File: src/rtl/flash_resp_pkg.sv
// Shared definitions for the SPI flash responder: opcodes, FSM states and
// timing constants used by the responder and future SPI targets.
package flash_resp_pkg;

  localparam logic [7:0] OP_READ = 8'h03;
  localparam logic [7:0] OP_RDID = 8'h9F;
  localparam logic [7:0] OP_RDSR = 8'h05;

  // Minimum SCLK high/low phase, in system clock cycles.
  localparam int SCLK_MIN_HALF = 8;

  typedef enum logic [2:0] {
    ST_IDLE,
    ST_CMD,
    ST_ADDR,
    ST_DATA,
    ST_ID,
    ST_STATUS,
    ST_IGNORE
  } resp_state_e;

  function automatic logic is_supported_op(input logic [7:0] op);
    return (op == OP_READ) || (op == OP_RDID) || (op == OP_RDSR);
  endfunction

endpackage

File: src/rtl/spi_edge_sync.sv
// Oversamples the asynchronous SPI pins in the system clock domain and
// produces single-cycle SCLK edge strobes plus a synchronized chip select.
module spi_edge_sync (
  input  logic clk,
  input  logic rst_n,
  input  logic sclk,
  input  logic cs_n,
  input  logic mosi,
  output logic sclk_rise,
  output logic sclk_fall,
  output logic cs_active,
  output logic mosi_s
);

  logic sclk_m, sclk_q, sclk_qq;
  logic cs_m, cs_q;
  logic mosi_m, mosi_q;

  // Two-flop synchronizers; SCLK gets a third stage for edge detection.
  // Chip select resets to the deasserted level so busy starts low.
  always_ff @(posedge clk or negedge rst_n) begin
    if (!rst_n) begin
      sclk_m  <= 1'b0;
      sclk_q  <= 1'b0;
      sclk_qq <= 1'b0;
      cs_m    <= 1'b1;
      cs_q    <= 1'b1;
      mosi_m  <= 1'b0;
      mosi_q  <= 1'b0;
    end else begin
      sclk_m  <= sclk;
      sclk_q  <= sclk_m;
      sclk_qq <= sclk_q;
      cs_m    <= cs_n;
      cs_q    <= cs_m;
      mosi_m  <= mosi;
      mosi_q  <= mosi_m;
    end
  end

  assign sclk_rise = sclk_q & ~sclk_qq;
  assign sclk_fall = ~sclk_q & sclk_qq;
  assign cs_active = ~cs_q;
  assign mosi_s    = mosi_q;

endmodule

File: src/rtl/spi_flash_responder.sv
// SPI mode-0 flash emulator: answers READ, RDID and RDSR from a byte memory
// port so the acquisition master can be exercised without external storage.
module spi_flash_responder
  import flash_resp_pkg::*;
#(
  parameter int          ADDR_W   = 24,
  parameter logic [23:0] JEDEC_ID = 24'hEF4017
) (
  input  logic              CLK_40,
  input  logic              reset_n,
  input  logic              spi_sclk,
  input  logic              spi_cs_n,
  input  logic              spi_mosi,
  output logic              spi_miso,
  output logic              mem_rd,
  output logic [ADDR_W-1:0] mem_addr,
  input  logic [7:0]        mem_rdata,
  output logic              busy,
  output logic              cmd_err
);

  logic rise, fall, cs_act, mosi_s;
  logic rise_g, fall_g;

  resp_state_e state, state_nxt;

  logic [4:0]        bit_cnt;
  logic [22:0]       rx_sh;
  logic [23:0]       rx_next;
  logic [7:0]        opcode;
  logic [ADDR_W-1:0] addr_in;
  logic [ADDR_W-1:0] addr_ptr;
  logic [7:0]        tx_sh;
  logic [2:0]        tx_cnt;
  logic [7:0]        fetch_buf;
  logic [1:0]        byte_idx;
  logic              rd_d1;
  logic              first_load;
  logic              miso_q;

  logic       shift_in, op_done, addr_done, prefetch, tx_shift;
  logic [7:0] next_byte;

  spi_edge_sync u_sync (
    .clk       (CLK_40),
    .rst_n     (reset_n),
    .sclk      (spi_sclk),
    .cs_n      (spi_cs_n),
    .mosi      (spi_mosi),
    .sclk_rise (rise),
    .sclk_fall (fall),
    .cs_active (cs_act),
    .mosi_s    (mosi_s)
  );

  // A deasserted chip select masks any SCLK edge seen in the same cycle.
  assign rise_g  = rise & cs_act;
  assign fall_g  = fall & cs_act;
  assign rx_next = {rx_sh, mosi_s};
  assign opcode  = rx_next[7:0];
  assign addr_in = rx_next[ADDR_W-1:0];

  always_ff @(posedge CLK_40 or negedge reset_n) begin
    if (!reset_n) state <= ST_IDLE;
    else          state <= state_nxt;
  end

  always_comb begin
    state_nxt = state;
    if (!cs_act) begin
      state_nxt = ST_IDLE;
    end else begin
      unique case (state)
        ST_IDLE: state_nxt = ST_CMD;
        ST_CMD: begin
          if (rise_g && bit_cnt == 5'd7) begin
            unique case (opcode)
              OP_READ: state_nxt = ST_ADDR;
              OP_RDID: state_nxt = ST_ID;
              OP_RDSR: state_nxt = ST_STATUS;
              default: state_nxt = ST_IGNORE;
            endcase
          end
        end
        ST_ADDR: if (rise_g && bit_cnt == 5'd23) state_nxt = ST_DATA;
        default: state_nxt = state;
      endcase
    end
  end

  // Per-state control strobes; prefetch fires on the first sampling rise of
  // each byte so the next byte is buffered long before it is needed.
  always_comb begin
    shift_in  = 1'b0;
    op_done   = 1'b0;
    addr_done = 1'b0;
    prefetch  = 1'b0;
    tx_shift  = 1'b0;
    next_byte = 8'hFF;
    unique case (state)
      ST_CMD: begin
        shift_in = rise_g;
        op_done  = rise_g && bit_cnt == 5'd7;
      end
      ST_ADDR: begin
        shift_in  = rise_g;
        addr_done = rise_g && bit_cnt == 5'd23;
      end
      ST_DATA: begin
        prefetch  = rise_g && tx_cnt == 3'd1;
        tx_shift  = fall_g;
        next_byte = fetch_buf;
      end
      ST_ID: begin
        tx_shift = fall_g;
        unique case (byte_idx)
          2'd1:    next_byte = JEDEC_ID[15:8];
          2'd2:    next_byte = JEDEC_ID[7:0];
          default: next_byte = 8'hFF;
        endcase
      end
      ST_STATUS: begin
        tx_shift  = fall_g;
        next_byte = 8'h00;
      end
      default: begin
        shift_in = 1'b0;
      end
    endcase
  end

  always_ff @(posedge CLK_40 or negedge reset_n) begin
    if (!reset_n) begin
      bit_cnt    <= '0;
      rx_sh      <= '0;
      addr_ptr   <= '0;
      tx_sh      <= 8'hFF;
      tx_cnt     <= '0;
      fetch_buf  <= '0;
      byte_idx   <= '0;
      rd_d1      <= 1'b0;
      first_load <= 1'b0;
      miso_q     <= 1'b1;
      mem_rd     <= 1'b0;
      mem_addr   <= '0;
      cmd_err    <= 1'b0;
    end else if (!cs_act) begin
      bit_cnt    <= '0;
      rx_sh      <= '0;
      tx_sh      <= 8'hFF;
      tx_cnt     <= '0;
      fetch_buf  <= '0;
      byte_idx   <= '0;
      rd_d1      <= 1'b0;
      first_load <= 1'b0;
      miso_q     <= 1'b1;
      mem_rd     <= 1'b0;
      cmd_err    <= 1'b0;
    end else begin
      mem_rd  <= 1'b0;
      cmd_err <= 1'b0;
      rd_d1   <= mem_rd;
      if (shift_in) begin
        rx_sh   <= rx_next[22:0];
        bit_cnt <= bit_cnt + 5'd1;
      end
      if (op_done) begin
        bit_cnt <= '0;
        cmd_err <= !is_supported_op(opcode);
        if (opcode == OP_RDID) begin
          tx_sh    <= JEDEC_ID[23:16];
          byte_idx <= 2'd1;
        end else if (opcode == OP_RDSR) begin
          tx_sh <= 8'h00;
        end
      end
      if (addr_done) begin
        mem_rd     <= 1'b1;
        mem_addr   <= addr_in;
        addr_ptr   <= addr_in + ADDR_W'(1);
        first_load <= 1'b1;
      end
      if (prefetch) begin
        mem_rd   <= 1'b1;
        mem_addr <= addr_ptr;
        addr_ptr <= addr_ptr + ADDR_W'(1);
      end
      // The first read of a burst goes straight to the shifter; later ones
      // wait in fetch_buf until the current byte has been shifted out.
      if (rd_d1) begin
        if (first_load) begin
          tx_sh      <= mem_rdata;
          first_load <= 1'b0;
        end else begin
          fetch_buf <= mem_rdata;
        end
      end
      if (tx_shift) begin
        miso_q <= tx_sh[7];
        tx_cnt <= tx_cnt + 3'd1;
        if (tx_cnt == 3'd7) begin
          tx_sh <= next_byte;
          if (byte_idx != 2'd3) byte_idx <= byte_idx + 2'd1;
        end else begin
          tx_sh <= {tx_sh[6:0], 1'b1};
        end
      end
    end
  end

  assign spi_miso = miso_q;
  assign busy     = cs_act;

endmodule

File: config.mk
export PLATFORM = sky130hd
export DESIGN_NAME = spi_flash_responder
export DESIGN_NICKNAME = d
export VERILOG_FILES = /design/src/rtl/flash_resp_pkg.sv /design/src/rtl/spi_edge_sync.sv /design/src/rtl/spi_flash_responder.sv
export SDC_FILE = /design/constraint.sdc
export NUM_CORES = 1
export LEC_CHECK = 0
export BUFFER_PORTS_ARGS = -buffer_cell sky130_fd_sc_hd__clkbuf_2
export CAP_MARGIN = 40
export CORE_MARGIN = 1.5
export CORE_UTILIZATION = 64
export CTS_BUF_LIST = sky130_fd_sc_hd__clkbuf_4
export DETAILED_ROUTE_END_ITERATION = 8
export PLACE_DENSITY = 0.87
export SYNTH_ARGS = -nofsm -noshare
export SYNTH_HDL_FRONTEND = slang
export SYNTH_SLANG_ARGS = --single-unit
File: constraint.sdc
create_clock -name CLK_40 -period 5.2 [get_ports CLK_40]
set_input_delay 1.04 -clock CLK_40 [delete_from_list [all_inputs] [get_ports CLK_40]]
set_output_delay 1.04 -clock CLK_40 [all_outputs]
set_load 0.01 [all_outputs]
==> qor.yml <==
run_status:
  status: "completed"
die:
  rows: 36
  dieArea_um2: 10600
  core_um2: 9730
  design.portCount: 41
  fp.dieH_um: 103
  die_w_um: 103
  start_util: 0.654
detailed_routing:
  antenna_left: 0
  drc: 0
  route.vias.total: 5650
  drt_iter0_markers: 627
  viasPerCell: 6.55
  drt_pass1_iterations: 5
  wl_um: 16100
  wl_per_cell_um: 18.7
worst_setup_path:
  max_stage_delay_ns: 0.99
  path_max_fanout: 35
  critical_path_class: "flip-flop to primary output"
  crit_required_ns: 4.16
  cp_slowest_cell: "dfstp_2"
  start_kind: "flip-flop"
  cp-end-kind: "primary output"
  worst_ep_arrival_time_ns: 2.39
  worstPathCellList: "inv_1 > clkbuf_2"
place:
  placed_area_um2: 6580
  portBuffers: 40
  dp_cells: 847
  dp_hpwl_um: 11000
  globalplace.congestion: 0.954
clocking:
  cts_buffer_depth: 2
  cts_tree: "done"
  htreeDepth: 3
  ctsHoldBuffers: 0
  cts_buffers: 9
  cts.sinks: 112
  cts-root-buf: "clkbuf_4"
  cts_resized: 0
  clkTransAtPathRegs_ns: 0.17
  clock_latency_ns: 0.47
  cts_setup_buffers: 0
synthesis:
  synth_top_cell_area_share: 0.397
  synth_area_um2: 6370
  synthCells: 721
  synth_edf_count: 0
  yosysTopAreaCell: "dfrtp_1"
  ys_top_cells_by_count: "dfrtp_1, nand2_1, nor2_1, o21ai_0, a21oi_1"
  synth.avg_cell_area_um2: 8.83
  synthesis.nets: 741
  synthTopCellsByArea: "dfrtp_1, mux2i_1, nand2_1"
  async_flop_share: 1.00
  yosys_warnings: 0
  synth_seq_area_share: 0.442
  ys_seq_elements: 112
  ys_types: 67
  yosys_most_used_dff: "dfrtp_1"
  synth_most_common_cell: "dfrtp_1"
pwr:
  netSwitchingPower_mw: 0.322
  seqPwrFrac: 0.625
  peakVddDrop_v: 0.000131
  p_leak_nw: 3.22
  internal_power_mw: 1.10
  switching_share: 0.227
  comb_power_share: 0.030
  p_per_area_nw_per_um2: 210
  clkPwrFrac: 0.344
timing:
  hold_viol: 0
  layout_worst_path_cycle_share: 0.659
  whs_ns: 0.354
  maxSlewHeadroom: 0.385
  final-setup-viol-count: 0
  worst_pin_slew_ns: 0.922
  tns_ns: 0
  rsz0062_at_grt: "false"
  final.min_clock_period_ns: 3.43
  max_freq_ghz: 0.292
  slew_viol_final: 0
  fin_skew_ns: 0.0169
hold_path:
  hp-class: "input pin to async pin"
cells_and_area:
  diodes: 0
  drive_above_1_share: 0.123
  instances_no_fill: 863
  utilization: 0.693
  final_area_um2: 6740
  syn2layout_area_growth_pct: 5.88
  layout.nets: 745
job:
  drv_cap: 0
global_routing:
  grt_pass1_wl_um: 26200
  grt_max_degree: 65
  grt_overflow: 0
  grt_pass1_vias: 5219
  antenna_found_initial: 0
  track_usage: 0.320
[cell families after synthesis]
family          after synthesis  synth area share
simple gates                270             0.214
xor+xnor                      5           0.00688
flops                       112             0.442
compound gates              202             0.189
buf+inv                      74            0.0501
fa+ha+maj                     7            0.0138
mux                          51            0.0835
[critical path: cells and delay by family, from the launching register on]
kind	cells	cell delay [ns]
buffers and inverters	2	0.91
flip-flops	1	0.99
[per-stage QoR]
step           total power [mW]  worst slack (ns)
2_1_floorplan             0.915              2.92
3_3_place_gp              0.941              2.19
3_5_place_dp              0.946              2.14
4_1_cts                    1.43              1.79
5_1_grt                    1.47              1.66
6_report                   1.42              1.77
[layout by cell type (no fill, tap or decap), drive strengths merged, types with 3 or more instances in the layout]
cell    instances
a31oi          26
clkbuf         50
o211ai         16
inv            21
a21o            3
xnor2           3
nor4            6
mux2i          44
ha              7
nor3b           3
and4            6
and3            8
mux2            7
o21ai          65
nand3          34
nand2          87
dfstp          11
a21oi          60
buf             8
o22ai           3
nand4           9
nand3b          4
dfrtp         101
nor3           21
nand2b          6
nor2b           6
o31ai           6
or4             3
nor2           65
[registers in the layout (all words and copies together), names as in the netlist, 2 cells and up]
register	cells
bit_cnt	5
addr_ptr	24
rx_sh	23
mem_addr	24
fetch_buf	8
state	3
tx_cnt	3
byte_idx	2
tx_sh	8
[power groups by stage]
stage	sequential, mW	clock (mW)	combinational, mW
2_1_floorplan	0.894	0	0.0210
3_3_place_gp	0.901	0	0.0394
3_5_place_dp	0.902	0	0.0441
4_1_cts	0.886	0.499	0.0442
5_1_grt	0.888	0.533	0.0491
6_report	0.886	0.488	0.0428
[area by class of cell]
| class | count | area, um^2 |
|---|---|---|
| clock inverter | 5 | 81.3 |
| multi-input combinational | 535 | 3240 |
| inverter | 20 | 75.1 |
| tap | 133 | 166 |
| sequential | 112 | 2820 |
| timing repair buffer | 47 | 283 |
| fill | 777 | 2990 |
| clock buffer | 11 | 82.6 |
[metal layers]
layer  vias up  track usage  share of wire
li1       2604            -              -
met1      2714        0.438           0.41
met2       296        0.516           0.48
met3        36       0.0617          0.081
met4         0        0.114          0.023
met5         -            0              0
[path summary, 6_finish.rpt]
path                                               from                        to  slack [ns]  cells after the start
worst min register to register  u_sync.mosi_m$_DFF_PN0_   u_sync.mosi_s$_DFF_PN0_        0.37                      0
max in group asynchronous                       reset_n      rx_sh[0]$_DFFE_PN0P_        4.10                      2
worst max-delay path              u_sync.cs_q$_DFF_PN1_                      busy        1.77                      2
min in group CLK_40             u_sync.mosi_m$_DFF_PN0_   u_sync.mosi_s$_DFF_PN0_        0.37                      0
worst max register to register    u_sync.cs_q$_DFF_PN1_  addr_ptr[23]$_DFFE_PN0P_        2.05                      6
worst min-delay path                            reset_n   u_sync.sclk_q$_DFF_PN0_        0.35                      1
No activity file was read; power rests on OpenSTA's default activity.
